## src/rtl/pcie_wdma_pkg.sv

```systemverilog
// Shared types and constants for the CC-sniffer write-DMA ring sequencer.
package pcie_wdma_pkg;

  localparam int unsigned DESC_FRAMES_W = 16;

  localparam logic [5:0] OH_IDLE    = 6'b000001;
  localparam logic [5:0] OH_LOAD    = 6'b000010;
  localparam logic [5:0] OH_WAIT    = 6'b000100;
  localparam logic [5:0] OH_DMA     = 6'b001000;
  localparam logic [5:0] OH_CHECK   = 6'b010000;
  localparam logic [5:0] OH_STOPPED = 6'b100000;

  typedef enum logic [5:0] {
    S_IDLE    = OH_IDLE,
    S_LOAD    = OH_LOAD,
    S_WAIT    = OH_WAIT,
    S_DMA     = OH_DMA,
    S_CHECK   = OH_CHECK,
    S_STOPPED = OH_STOPPED
  } state_t;

  localparam logic [3:0] ST_NEXT        = 4'b0001;
  localparam logic [3:0] ST_EMPTY_START = 4'b0010;
  localparam logic [3:0] ST_EMPTY_DONE  = 4'b0011;
  localparam logic [3:0] ST_STOP        = 4'b0100;
  localparam logic [3:0] ST_TMO         = 4'b1000;

  function automatic int unsigned desc_w(input int unsigned addr_w);
    return addr_w + DESC_FRAMES_W;
  endfunction

  // Bytes per frame: 4 * len_dw * tlp_count, kept to 32 bits.
  function automatic logic [31:0] frame_bytes(input logic [9:0] len, input logic [15:0] cnt);
    logic [31:0] prod;
    prod = {22'd0, len} * {16'd0, cnt};
    return {prod[29:0], 2'b00};
  endfunction

endpackage

```

## src/rtl/pcie_wdma_ring_fsm_if.sv

```systemverilog
// Descriptor-push and DMA-engine signal bundle of the write-DMA sequencer.
interface pcie_wdma_ring_fsm_if #(
  parameter int unsigned ADDR_W     = 64,
  parameter int unsigned DESC_DEPTH = 4
);
  localparam int unsigned LVL_W = $clog2(DESC_DEPTH) + 1;

  logic [ADDR_W-1:0] desc_addr_i;
  logic [15:0]       desc_frames_i;
  logic              desc_push_i;
  logic              desc_full_o;
  logic [LVL_W-1:0]  desc_level_o;
  logic [9:0]        mwr_len_i;
  logic [15:0]       mwr_count_i;
  logic              dma_start_o;
  logic [ADDR_W-1:0] dma_addr_o;
  logic              dma_done_i;
  logic              dma_rst_o;

  // Sequencer side
  modport master (
    input  desc_addr_i, desc_frames_i, desc_push_i, mwr_len_i, mwr_count_i, dma_done_i,
    output desc_full_o, desc_level_o, dma_start_o, dma_addr_o, dma_rst_o
  );

  // Register file / engine side
  modport slave (
    output desc_addr_i, desc_frames_i, desc_push_i, mwr_len_i, mwr_count_i, dma_done_i,
    input  desc_full_o, desc_level_o, dma_start_o, dma_addr_o, dma_rst_o
  );
endinterface

```

## src/rtl/pcie_wdma_desc_fifo.sv

```systemverilog
// Synchronous descriptor FIFO {frames, addr} with level, full and empty.
module pcie_wdma_desc_fifo #(
  parameter  int unsigned W     = 80,
  parameter  int unsigned DEPTH = 4,
  localparam int unsigned PTR_W = $clog2(DEPTH),
  localparam int unsigned LVL_W = PTR_W + 1
) (
  input  logic             clk,
  input  logic             rst_n,
  input  logic             srst,
  input  logic             push,
  input  logic [W-1:0]     wdata,
  input  logic             pop,
  output logic [W-1:0]     rdata,
  output logic [LVL_W-1:0] level,
  output logic             full,
  output logic             empty
);
  logic [W-1:0]     mem_r [DEPTH];
  logic [PTR_W-1:0] wr_ptr_r;
  logic [PTR_W-1:0] rd_ptr_r;
  logic [LVL_W-1:0] level_r;
  logic             push_ok_s;
  logic             pop_ok_s;

  assign full      = (level_r == LVL_W'(DEPTH));
  assign empty     = (level_r == {LVL_W{1'b0}});
  assign level     = level_r;
  assign rdata     = mem_r[rd_ptr_r];
  assign push_ok_s = push && !full;
  assign pop_ok_s  = pop && !empty;

  // Storage write; contents need no reset since level gates every read.
  always_ff @(posedge clk) begin
    if (push_ok_s) begin
      mem_r[wr_ptr_r] <= wdata;
    end
  end

  // Pointers wrap naturally because DEPTH is a power of two.
  always_ff @(posedge clk) begin
    if (!rst_n || srst) begin
      wr_ptr_r <= {PTR_W{1'b0}};
      rd_ptr_r <= {PTR_W{1'b0}};
      level_r  <= {LVL_W{1'b0}};
    end else begin
      if (push_ok_s) begin
        wr_ptr_r <= wr_ptr_r + PTR_W'(1'b1);
      end
      if (pop_ok_s) begin
        rd_ptr_r <= rd_ptr_r + PTR_W'(1'b1);
      end
      case ({push_ok_s, pop_ok_s})
        2'b10:   level_r <= level_r + LVL_W'(1'b1);
        2'b01:   level_r <= level_r - LVL_W'(1'b1);
        default: level_r <= level_r;
      endcase
    end
  end
endmodule

```

## src/rtl/pcie_wdma_ring_fsm.sv

```systemverilog
// Write-DMA ring sequencer: descriptor queue feeding per-frame DMAs to the BMD TX engine.
// Optional feature: define PCIE_WDMA_DROP_CNT_EN to add the missed-frame counter drop_cnt_o.
module pcie_wdma_ring_fsm
  import pcie_wdma_pkg::*;
#(
  parameter int unsigned ADDR_W     = 64,
  parameter int unsigned DESC_DEPTH = 4,
  parameter int unsigned TMO_W      = 16
) (
  input  logic                 clk,
  input  logic                 rst_n,
  input  logic                 init_rst_i,
  pcie_wdma_ring_fsm_if.master bus,
  input  logic                 start_i,
  input  logic                 stop_i,
  input  logic                 frame_end_i,
  output logic                 irq_o,
  output logic [3:0]           status_o,
  output logic                 running_o,
  output logic [15:0]          buf_ptr_o,
  output logic                 timeout_o
`ifdef PCIE_WDMA_DROP_CNT_EN
  ,
  output logic [15:0]          drop_cnt_o
`endif
);
  localparam int unsigned DW    = desc_w(ADDR_W);
  localparam int unsigned LVL_W = $clog2(DESC_DEPTH) + 1;

  state_t            state_r, state_nx_s;
  logic              rst_s;
  logic              fe_q_r;
  logic              stop_r;
  logic              stop_any_s;
  logic              after_chk_r, after_chk_nx_s;
  logic              dma_start_r, dma_start_nx_s;
  logic [ADDR_W-1:0] addr_r, addr_nx_s;
  logic [15:0]       cur_frames_r, frames_nx_s;
  logic              irq_r, irq_nx_s;
  logic [3:0]        status_r, status_nx_s;
  logic              running_r, running_nx_s;
  logic [15:0]       buf_ptr_r, buf_ptr_nx_s;
  logic [TMO_W-1:0]  tmo_cnt_r;
  logic              pop_s;
  logic              fifo_empty_s;
  logic              fifo_full_s;
  logic [LVL_W-1:0]  fifo_level_s;
  logic [DW-1:0]     fifo_rd_s;
  logic [ADDR_W-1:0] rd_addr_s;
  logic [15:0]       rd_frames_s;
  logic [ADDR_W-1:0] size_s;

  assign rst_s       = !rst_n || init_rst_i;
  assign stop_any_s  = stop_r || stop_i;
  assign rd_addr_s   = fifo_rd_s[ADDR_W-1:0];
  assign rd_frames_s = fifo_rd_s[DW-1:ADDR_W];
  assign size_s      = {{(ADDR_W-32){1'b0}}, frame_bytes(bus.mwr_len_i, bus.mwr_count_i)};

  // Zero-length descriptors never enter the queue.
  pcie_wdma_desc_fifo #(.W(DW), .DEPTH(DESC_DEPTH)) u_fifo (
    .clk   (clk),
    .rst_n (rst_n),
    .srst  (init_rst_i),
    .push  (bus.desc_push_i && (bus.desc_frames_i != 16'd0)),
    .wdata ({bus.desc_frames_i, bus.desc_addr_i}),
    .pop   (pop_s),
    .rdata (fifo_rd_s),
    .level (fifo_level_s),
    .full  (fifo_full_s),
    .empty (fifo_empty_s)
  );

  assign bus.desc_full_o  = fifo_full_s;
  assign bus.desc_level_o = fifo_level_s;
  assign bus.dma_start_o  = dma_start_r;
  assign bus.dma_addr_o   = addr_r;
  assign bus.dma_rst_o    = frame_end_i && (state_r == S_WAIT);
  assign irq_o            = irq_r;
  assign status_o         = status_r;
  assign running_o        = running_r;
  assign buf_ptr_o        = buf_ptr_r;
  assign timeout_o        = tmo_cnt_r[TMO_W-1];

  // State register.
  always_ff @(posedge clk) begin
    if (rst_s) begin
      state_r <= S_IDLE;
    end else begin
      state_r <= state_nx_s;
    end
  end

  // Next state and next values of the registered outputs.
  always_comb begin
    state_nx_s     = state_r;
    pop_s          = 1'b0;
    dma_start_nx_s = dma_start_r;
    addr_nx_s      = addr_r;
    frames_nx_s    = cur_frames_r;
    irq_nx_s       = 1'b0;
    status_nx_s    = status_r;
    running_nx_s   = running_r;
    buf_ptr_nx_s   = buf_ptr_r;
    after_chk_nx_s = after_chk_r;
    case (state_r)
      S_IDLE: begin
        if (start_i) begin
          after_chk_nx_s = 1'b0;
          state_nx_s     = S_LOAD;
        end else begin
          state_nx_s = S_IDLE;
        end
      end
      S_LOAD: begin
        buf_ptr_nx_s = 16'd0;
        if (!fifo_empty_s && !stop_any_s) begin
          pop_s        = 1'b1;
          addr_nx_s    = rd_addr_s;
          frames_nx_s  = rd_frames_s;
          running_nx_s = 1'b1;
          state_nx_s   = S_WAIT;
        end else begin
          running_nx_s = 1'b0;
          state_nx_s   = S_STOPPED;
          // A buffer-full IRQ from CHECK already reported the empty queue.
          if (fifo_empty_s && !after_chk_r) begin
            irq_nx_s    = 1'b1;
            status_nx_s = ST_EMPTY_START;
          end else begin
            irq_nx_s = 1'b0;
          end
        end
      end
      S_WAIT: begin
        if (tmo_cnt_r[TMO_W-1]) begin
          irq_nx_s     = 1'b1;
          status_nx_s  = ST_TMO;
          running_nx_s = 1'b0;
          state_nx_s   = S_STOPPED;
        end else if (fe_q_r) begin
          dma_start_nx_s = 1'b1;
          state_nx_s     = S_DMA;
        end else begin
          state_nx_s = S_WAIT;
        end
      end
      S_DMA: begin
        if (bus.dma_done_i) begin
          dma_start_nx_s = 1'b0;
          addr_nx_s      = addr_r + size_s;
          buf_ptr_nx_s   = buf_ptr_r + 16'd1;
          state_nx_s     = S_CHECK;
        end else begin
          state_nx_s = S_DMA;
        end
      end
      S_CHECK: begin
        if (stop_any_s) begin
          irq_nx_s     = 1'b1;
          status_nx_s  = ST_STOP;
          running_nx_s = 1'b0;
          state_nx_s   = S_STOPPED;
        end else if (buf_ptr_r == cur_frames_r) begin
          irq_nx_s       = 1'b1;
          status_nx_s    = fifo_empty_s ? ST_EMPTY_DONE : ST_NEXT;
          after_chk_nx_s = 1'b1;
          state_nx_s     = S_LOAD;
        end else begin
          state_nx_s = S_WAIT;
        end
      end
      S_STOPPED: begin
        running_nx_s = 1'b0;
        state_nx_s   = S_STOPPED;
      end
      default: begin
        running_nx_s   = 1'b0;
        dma_start_nx_s = 1'b0;
        state_nx_s     = S_IDLE;
      end
    endcase
  end

  // Registered outputs and datapath.
  always_ff @(posedge clk) begin
    if (rst_s) begin
      dma_start_r  <= 1'b0;
      addr_r       <= {ADDR_W{1'b0}};
      cur_frames_r <= 16'd0;
      irq_r        <= 1'b0;
      status_r     <= 4'd0;
      running_r    <= 1'b0;
      buf_ptr_r    <= 16'd0;
      after_chk_r  <= 1'b0;
      fe_q_r       <= 1'b0;
    end else begin
      dma_start_r  <= dma_start_nx_s;
      addr_r       <= addr_nx_s;
      cur_frames_r <= frames_nx_s;
      irq_r        <= irq_nx_s;
      status_r     <= status_nx_s;
      running_r    <= running_nx_s;
      buf_ptr_r    <= buf_ptr_nx_s;
      after_chk_r  <= after_chk_nx_s;
      fe_q_r       <= frame_end_i;
    end
  end

  // Sticky stop request, consumed once STOPPED is reached.
  always_ff @(posedge clk) begin
    if (rst_s) begin
      stop_r <= 1'b0;
    end else if (state_r == S_STOPPED) begin
      stop_r <= 1'b0;
    end else if (stop_i) begin
      stop_r <= 1'b1;
    end else begin
      stop_r <= stop_r;
    end
  end

  // CC timeout: counts WAIT_FRAME cycles since the last frame end, saturating at the MSB.
  always_ff @(posedge clk) begin
    if (rst_s || frame_end_i) begin
      tmo_cnt_r <= {TMO_W{1'b0}};
    end else if ((state_r == S_WAIT) && !tmo_cnt_r[TMO_W-1]) begin
      tmo_cnt_r <= tmo_cnt_r + TMO_W'(1'b1);
    end else begin
      tmo_cnt_r <= tmo_cnt_r;
    end
  end

`ifdef PCIE_WDMA_DROP_CNT_EN
  logic [15:0] drop_cnt_r;

  // Frame ends arriving while a DMA is in flight or being checked are missed frames.
  always_ff @(posedge clk) begin
    if (rst_s || (state_r == S_LOAD)) begin
      drop_cnt_r <= 16'd0;
    end else if (frame_end_i && ((state_r == S_DMA) || (state_r == S_CHECK)) &&
                 (drop_cnt_r != 16'hFFFF)) begin
      drop_cnt_r <= drop_cnt_r + 16'd1;
    end else begin
      drop_cnt_r <= drop_cnt_r;
    end
  end

  assign drop_cnt_o = drop_cnt_r;
`endif

endmodule

```

## src/flat_wrapper.sv

```systemverilog
// flat-port wrapper written by rule: the top's interface ports become plain ports
module pcie_wdma_ring_fsm_flat import pcie_wdma_pkg::*;
#(
  parameter int unsigned ADDR_W     = 64,
  parameter int unsigned DESC_DEPTH = 4,
  parameter int unsigned TMO_W      = 16
)
  (clk, rst_n, init_rst_i, start_i, stop_i, frame_end_i, irq_o, status_o, running_o, buf_ptr_o, timeout_o, bus_desc_addr_i, bus_desc_frames_i, bus_desc_push_i, bus_mwr_len_i, bus_mwr_count_i, bus_dma_done_i, bus_desc_full_o, bus_desc_level_o, bus_dma_start_o, bus_dma_addr_o, bus_dma_rst_o);
  pcie_wdma_ring_fsm_if #(.ADDR_W(ADDR_W), .DESC_DEPTH(DESC_DEPTH)) bus_i ();
  input  logic clk;
  input  logic rst_n;
  input  logic init_rst_i;
  input  logic start_i;
  input  logic stop_i;
  input  logic frame_end_i;
  output logic irq_o;
  output logic [3:0] status_o;
  output logic running_o;
  output logic [15:0] buf_ptr_o;
  output logic timeout_o;
  input wire logic [$bits(bus_i.desc_addr_i)-1:0] bus_desc_addr_i;
  input wire logic [$bits(bus_i.desc_frames_i)-1:0] bus_desc_frames_i;
  input wire logic [$bits(bus_i.desc_push_i)-1:0] bus_desc_push_i;
  input wire logic [$bits(bus_i.mwr_len_i)-1:0] bus_mwr_len_i;
  input wire logic [$bits(bus_i.mwr_count_i)-1:0] bus_mwr_count_i;
  input wire logic [$bits(bus_i.dma_done_i)-1:0] bus_dma_done_i;
  output wire logic [$bits(bus_i.desc_full_o)-1:0] bus_desc_full_o;
  output wire logic [$bits(bus_i.desc_level_o)-1:0] bus_desc_level_o;
  output wire logic [$bits(bus_i.dma_start_o)-1:0] bus_dma_start_o;
  output wire logic [$bits(bus_i.dma_addr_o)-1:0] bus_dma_addr_o;
  output wire logic [$bits(bus_i.dma_rst_o)-1:0] bus_dma_rst_o;
  assign bus_i.desc_addr_i = bus_desc_addr_i;
  assign bus_i.desc_frames_i = bus_desc_frames_i;
  assign bus_i.desc_push_i = bus_desc_push_i;
  assign bus_i.mwr_len_i = bus_mwr_len_i;
  assign bus_i.mwr_count_i = bus_mwr_count_i;
  assign bus_i.dma_done_i = bus_dma_done_i;
  assign bus_desc_full_o = bus_i.desc_full_o;
  assign bus_desc_level_o = bus_i.desc_level_o;
  assign bus_dma_start_o = bus_i.dma_start_o;
  assign bus_dma_addr_o = bus_i.dma_addr_o;
  assign bus_dma_rst_o = bus_i.dma_rst_o;
  pcie_wdma_ring_fsm #(.ADDR_W(ADDR_W), .DESC_DEPTH(DESC_DEPTH), .TMO_W(TMO_W)) u_core (.clk(clk), .rst_n(rst_n), .init_rst_i(init_rst_i), .bus(bus_i), .start_i(start_i), .stop_i(stop_i), .frame_end_i(frame_end_i), .irq_o(irq_o), .status_o(status_o), .running_o(running_o), .buf_ptr_o(buf_ptr_o), .timeout_o(timeout_o));
endmodule
```

## config.mk

```make
export PLATFORM = sky130hd
export DESIGN_NAME = pcie_wdma_ring_fsm_flat
export DESIGN_NICKNAME = d
export VERILOG_FILES = /design/src/rtl/pcie_wdma_pkg.sv /design/src/rtl/pcie_wdma_ring_fsm_if.sv /design/src/rtl/pcie_wdma_desc_fifo.sv /design/src/rtl/pcie_wdma_ring_fsm.sv /design/src/flat_wrapper.sv
export SDC_FILE = /design/constraint.sdc
export NUM_CORES = 1
export LEC_CHECK = 0
export ABC_AREA = 0
export BUFFER_PORTS_ARGS = -buffer_cell sky130_fd_sc_hd__buf_2
export CAP_MARGIN = 20
export CORE_MARGIN = 1.5
export CORE_UTILIZATION = 65
export CTS_CLUSTER_DIAMETER = 200
export DETAILED_ROUTE_END_ITERATION = 6
export PLACE_DENSITY = 0.87
export SLEW_MARGIN = 10
export SYNTH_ARGS = -nofsm -noshare
export SYNTH_HDL_FRONTEND = slang
export SYNTH_SLANG_ARGS = --single-unit
```

## constraint.sdc

```tcl
create_clock -name clk -period 17.8 [get_ports clk]
set_input_delay 1.78 -clock clk [delete_from_list [all_inputs] [get_ports clk]]
set_output_delay 1.78 -clock clk [all_outputs]
set_load 0.01 [all_outputs]
```

==> impl_metrics.yaml, run 1 <==
final_layout:
  fin_nets: 2579
  layout_commonest_cell: "edfxtp_1"
  area_growth_pct: 11.31
  final_core_utilization: 0.7350
  final_area_um2: 27680
  drive_gt1_frac: 0.1777
  layout_common_cells: "edfxtp_1, nand2_1, buf_2"
timing:
  setup_violations: 0
  max_freq_mhz: 106.9
  relSlewSlack: 0.2777
  worst_pin_slew_ns: 1.079
  period_needed_ns: 9.353
  min_period_over_period: 0.5255
  hold_viol_final: 0
  finClkSkew_ns: 0.02190
  finalSetupTns_ns: 0
  setup_ws_ns: 8.447
  hold_ws_ns: 0.4545
  rsz0062_at_grt: "no"
  drv_slew: 0
worst_setup_path:
  path_class: "primary input to flop"
  end_kind: "flop"
  critPathMaxStageDelay_ns: 0.55
  path_max_fanout: 16
  worstReg2RegStart: "u_core.state_r[1]"
  crit_slowest_cell: "fa_1"
  critPathArrivalTime_ns: 9.85
  critPathBufInv: 6
  critPathLaunchType: "primary input"
  cp.required_ns: 18.30
  crit_family: "adder cells"
  setup.worst_path.start: "bus_mwr_len_i[3]"
synthesis:
  synth_edf_count: 320
  synth.distinct_cells: 87
  syn-cell-area_um2: 24870
  postSynthCellCount: 2087
  ys_warn_count: 0
  async_flop_share: 0
  synth_seq_area_share: 0.4967
  avgSynthCellArea_um2: 11.92
  synthesis.nets: 2411
  ys_ff_latch: 457
  synthFlopType: "edfxtp_1"
drt:
  drt_iter0_markers: 1803
  ant_nets: 0
  wl_per_cell_um: 22.67
  vias_per_cell: 6.286
  vias: 17640
  drc: 0
  drtPass1Iterations: 6
  drt-total-wl_um: 63610
worst_hold_path:
  hold_start: "u_core.bus.dma_addr_o[0]"
  hp-class: "flop to flop"
placement:
  dpl.hpwl_um: 43500
  pre_cts_ws_ns: 8.027
  gp_congestion: 0.9527
  io_buffers: 206
  placed_area_um2: 26240
die:
  rows: 71
  initial_core_util: 0.6603
  die_w_um: 198.6
  die-area_um2: 39440
  chipHeight_um: 198.6
  io_pins: 207
  coreArea_um2: 37670
clock_network:
  clkSlewWorstSetupHoldPaths_ns: 0.06
  cts_setup_buffers: 0
  post_cts_resized: 0
  cts_hold_buf: 0
  clock-sinks: 457
  clk_latency_ns: 0.59
  cts_buffers: 46
  cts-root-buf: "clkbuf_16"
  cts.path.max_buffers: 3
  tritoncts: "yes"
  htree_levels: 2
global_route:
  track_usage: 0.3330
  grt_pass1_vias: 18100
  grt-ovfl-total: 0
  grt_antenna_before_repair: 4
  grt_max_degree: 64
  grt_pass1_wl_um: 99770
power:
  peakVddDrop_mv: 0.1712
  leakage_nw: 10.95
  power_density_nw_per_um2: 131.6
flow_run:
  max_cap_viol_count: 0
run_status:
  status: "finished, final reports clean"
-- cell usage after synthesis, types with 4 or more instances --
| master | count | area share |
|---|---|---|
| dfxtp_1 | 137 | 0.11 |
| o211ai_1 | 8 | 0.0024 |
| buf_1 | 9 | 0.0014 |
| a21oi_1 | 112 | 0.023 |
| inv_1 | 145 | 0.022 |
| fa_1 | 112 | 0.090 |
| a311oi_1 | 14 | 0.0049 |
| clkbuf_8 | 4 | 0.0022 |
| o21a_1 | 14 | 0.0042 |
| nand2_1 | 249 | 0.038 |
| mux2i_1 | 8 | 0.0032 |
| nor4_1 | 13 | 0.0033 |
| nor2b_1 | 10 | 0.0025 |
| nor3_1 | 24 | 0.0048 |
| a21o_2 | 4 | 0.0014 |
| a31oi_1 | 17 | 0.0043 |
| ha_1 | 98 | 0.049 |
| nand2b_1 | 7 | 0.0018 |
| or2_2 | 5 | 0.0013 |
| and4_1 | 5 | 0.0018 |
| nand4_1 | 25 | 0.0063 |
| or3_1 | 16 | 0.0040 |
| o21bai_1 | 9 | 0.0027 |
| xor2_1 | 51 | 0.018 |
| a21o_1 | 27 | 0.0081 |
| o21ai_0 | 54 | 0.011 |
| a211oi_1 | 9 | 0.0027 |
| nor2_1 | 125 | 0.019 |
| and2_1 | 86 | 0.022 |
| and3_1 | 23 | 0.0058 |
| buf_2 | 8 | 0.0016 |
| mux4_2 | 80 | 0.072 |
| o41ai_1 | 4 | 0.0014 |
| xnor2_1 | 33 | 0.012 |
| clkbuf_1 | 77 | 0.012 |
| nand3b_1 | 7 | 0.0021 |
| edfxtp_1 | 320 | 0.39 |
| o22ai_1 | 7 | 0.0018 |
| nand3_1 | 59 | 0.012 |
| a22oi_1 | 8 | 0.0024 |
-- per-stage QoR --
step / power (mW) / cells
CTS: 3.625 / 2802
global route: 3.856 / 2805
detailed placement: 2.684 / 2718
floorplan: 2.357 / 2087
global placement: 2.637 / 2718
finish: 3.644 / 2806
-- power by group --
part / switching [mW] / total [mW] / internal (mW)
clock: 0.409 / 0.931 / 0.522
sequential: 0.00602 / 1.16 / 1.16
combinational: 0.941 / 1.55 / 0.608
total: 1.36 / 3.64 / 2.29
-- kinds of logic (layout without fill, tap and decap cells) --
family | Yosys count | after routing | synth area share
compound gates | 324 | 324 | 0.08613
xor+xnor | 84 | 84 | 0.02958
fa+ha+maj | 210 | 210 | 0.1395
buf+inv | 246 | 450 | 0.03979
flops | 457 | 457 | 0.4967
mux | 89 | 89 | 0.07612
other cells | 0 | 4 | 0
simple gates | 677 | 677 | 0.1323
-- sequential cells by signal, indices dropped and copies added (netlist names), named ones only --
signal and count:
u_core.u_fifo.mem_r 320, u_core.bus.dma_addr_o 64, u_core.buf_ptr_o 16, u_core.cur_frames_r 16
u_core.tmo_cnt_r 16, u_core.state_r 6, u_core.status_o 4, u_core.u_fifo.level 3
u_core.u_fifo.rd_ptr_r 2, u_core.u_fifo.wr_ptr_r 2, u_core.after_chk_r 1, u_core.bus.dma_start_o 1
u_core.fe_q_r 1, u_core.irq_o 1, u_core.running_o 1, u_core.stop_r 1
-- layer usage --
metal  part of all wire  wire [um]  up-vias  track usage
met5                  0          0        -            0
met4              0.043       2736        0       0.1414
met3              0.092       5853      201      0.07172
met2               0.48      30480      974       0.5445
met1               0.39      24550     8650       0.4337
li1                   -          -     7814            -
-- cell type report --
| class | instances | area (um2) |
|---|---|---|
| Antenna cell | 4 | 10.01 |
| Clock buffer | 61 | 1239 |
| Clock inverter | 23 | 198.9 |
| Fill cell | 2490 | 9983 |
| Inverter | 145 | 544.3 |
| Multi-Input combinational cell | 1384 | 11550 |
| Sequential cell | 457 | 12360 |
| Tap cell | 511 | 639.4 |
| Timing Repair Buffer | 221 | 1144 |
-- worst min-delay path, cell delays in order, from the launching register on --
cell,delay [ns]
dfxtp_1,0.31
nand2_1,0.05
a21oi_1,0.05
-- worst paths after layout --
| path | endpoint | slack [ns] | cells after the start |
|---|---|---|---|
| worst max-delay path | u_core.bus.dma_addr_o[60] | 8.45 | 31 |
| worst min-delay path | u_core.bus.dma_addr_o[0] | 0.45 | 2 |
| worst max register to register | u_core.bus.dma_addr_o[61] | 13.92 | 9 |
| worst min register to register | u_core.bus.dma_addr_o[0] | 0.45 | 2 |
No activity file was read; power rests on OpenSTA's default activity.
==> inputs of run 2 (changes only) <==
- CORE_UTILIZATION: 65 -> 61
- PLACE_DENSITY: 0.87 -> 0.82
- clock period: 17.8 -> 9.75 ns (I/O delays scaled with it)
==> run 2 against run 1 <==
The run now ends with DRC left. Core utilization is 3.9 points lower. Design area increased by 0.59%. Cell count increased by 0.64%. Clock skew rose by 0.016 ns. Non-clock buffer count rose by 3. First-iteration DRC count shrank 12%. Sequential power increased by 83%. Sequential share of layout area shrank 0.26 points. Register-to-register slack lost 7.7 ns. Total power increased by 85%.
==> impl_metrics.yaml, run 2 (synthesized netlist as in run 1, its figures left out) <==
power:
  leakage_nw: 11.04
  peakVddDrop_mv: 0.2745
  power_density_nw_per_um2: 242.6
worst_hold_path:
  min_path_cells: 2
  hold_start: "u_core.bus.dma_addr_o[0]"
  hp-class: "flop to flop"
  min_to: "u_core.bus.dma_addr_o[0]"
timing:
  finalSetupTns_ns: 0
  max_freq_mhz: 117.5
  min_period_over_period: 0.8726
  setup_violations: 0
  period_needed_ns: 8.508
  drv_slew: 0
  relSlewSlack: 0.4016
  hold_viol_final: 0
  rsz0062_at_grt: "no"
  finClkSkew_ns: 0.03774
  worst_pin_slew_ns: 0.8943
  hold_ws_ns: 0.4589
die:
  die-area_um2: 41990
  io_pins: 207
  coreArea_um2: 40010
  initial_core_util: 0.6217
  rows: 73
  die_w_um: 204.9
  chipHeight_um: 204.9
global_route:
  grt_pass1_wl_um: 98700
  track_usage: 0.3082
  grt_pass1_vias: 17740
  grt_antenna_before_repair: 5
  grt-ovfl-total: 0
  grt_max_degree: 63
worst_setup_path:
  rrSetupSlack_ns: 6.24
  critPathMaxStageDelay_ns: 0.58
  cp.required_ns: 10.27
  worstSetupPathDepth: 31
  path_class: "primary input to flop"
  path_max_fanout: 16
  crit_slowest_cell: "a211oi_2"
  critPathBufInv: 6
  critPathArrivalTime_ns: 9.02
  critPathLaunchType: "primary input"
  worstReg2RegStart: "u_core.state_r[2]"
  end_kind: "flop"
  r2r_cells: 12
  crit_family: "adder cells"
  worstReg2RegEnd: "u_core.u_fifo.level[2]"
drt:
  ant_nets: 0
  wl_per_cell_um: 22.15
  drt_iter0_markers: 1592
  drtPass1Iterations: 7
  vias: 17410
  drt-total-wl_um: 62560
  drc: 5
  vias_per_cell: 6.166
final_layout:
  area_growth_pct: 11.96
  drive_gt1_frac: 0.1818
  layout_common_cells: "edfxtp_1, nand2_1, buf_2"
  final_cell_count_no_fill: 2824
  top_register: "u_core.u_fifo.mem_r"
  fin_nets: 2582
  layout_commonest_cell: "edfxtp_1"
  largest_register_ffs: 320
placement:
  gp_congestion: 0.9361
  io_buffers: 206
  placed_cells: 2734
  dpl.hpwl_um: 43140
run_status:
  status: "complete, but fails checks"
  violations: "DRC"
clock_network:
  cts.path.max_buffers: 3
  cts_setup_buffers: 0
  post_cts_resized: 0
  clk_latency_ns: 0.59
  cts-root-buf: "clkbuf_16"
  cts_buffers: 46
  tritoncts: "yes"
  cts_hold_buf: 0
  clkSlewWorstSetupHoldPaths_ns: 0.06
  htree_levels: 2
  clock-sinks: 457
flow_run:
  max_cap_viol_count: 0
[run 2: cell count changes in the layout (fill, tap and decap cells not counted), sizes merged]
cell,before,now
inv,148,147
clkinv,15,16
buf,221,223
diode,4,5
bufinv,2,5
clkinvlp,3,1
[run 2: per-stage QoR]
stage	utilization	area, um2	power, mW	setup WS (ns)
after detailed placement	0.6566	26270	4.897	0.7726
final	0.6960	27850	6.756	1.242
after global placement	0.6566	26270	4.825	0.9580
after global routing	0.6959	27840	7.140	0.7273
after CTS	0.6956	27830	6.717	1.335
after floorplan	-	24870	4.303	1.712
[run 2: worst max path at each step]
| stage | end | start |
|---|---|---|
| after CTS | u_core.bus.dma_addr_o[57] | bus_mwr_len_i[3] |
| after detailed placement | u_core.bus.dma_addr_o[60] | bus_mwr_len_i[3] |
| final | u_core.bus.dma_addr_o[57] | bus_mwr_len_i[3] |
| after floorplan | u_core.bus.dma_addr_o[38] | bus_mwr_len_i[9] |
| after global routing | u_core.bus.dma_addr_o[57] | bus_mwr_len_i[3] |
| after global placement | u_core.bus.dma_addr_o[60] | bus_mwr_len_i[3] |
[run 2: layout make-up]
class / instances / area, um2
antenna: 5 / 12.51
clock buffer: 60 / 1285
clock inverter: 24 / 275.3
fill: 2796 / 12160
inverter: 145 / 544.3
multi-input combinational: 1384 / 11550
sequential: 457 / 12360
tap: 525 / 656.9
timing repair buffer: 224 / 1164
[run 2: power by group]
group	switching (mW)	internal [mW]	total, mW
Sequential	0.0101	2.11	2.12
Clock	0.746	1.07	1.81
Combinational	1.71	1.11	2.82
Total	2.47	4.29	6.76
[run 2: metal layers]
| layer | wire (um) | track usage |
|---|---|---|
| met5 | 0 | 0 |
| met3 | 5660 | 0.07175 |
| met2 | 29900 | 0.4989 |
| met4 | 2219 | 0.1134 |
| met1 | 24780 | 0.4083 |
[run 2: worst register-to-register path: stages (launching register included)]
cell and delay [ns]:
dfxtp_1 0.41, nor3_1 0.33, and3_1 0.35, nand3_1 0.11
buf_4 0.27, inv_1 0.11, buf_4 0.47, ha_1 0.30
inv_1 0.06, fa_1 0.37, xor2_1 0.18, or3_1 0.32
a21oi_1 0.15
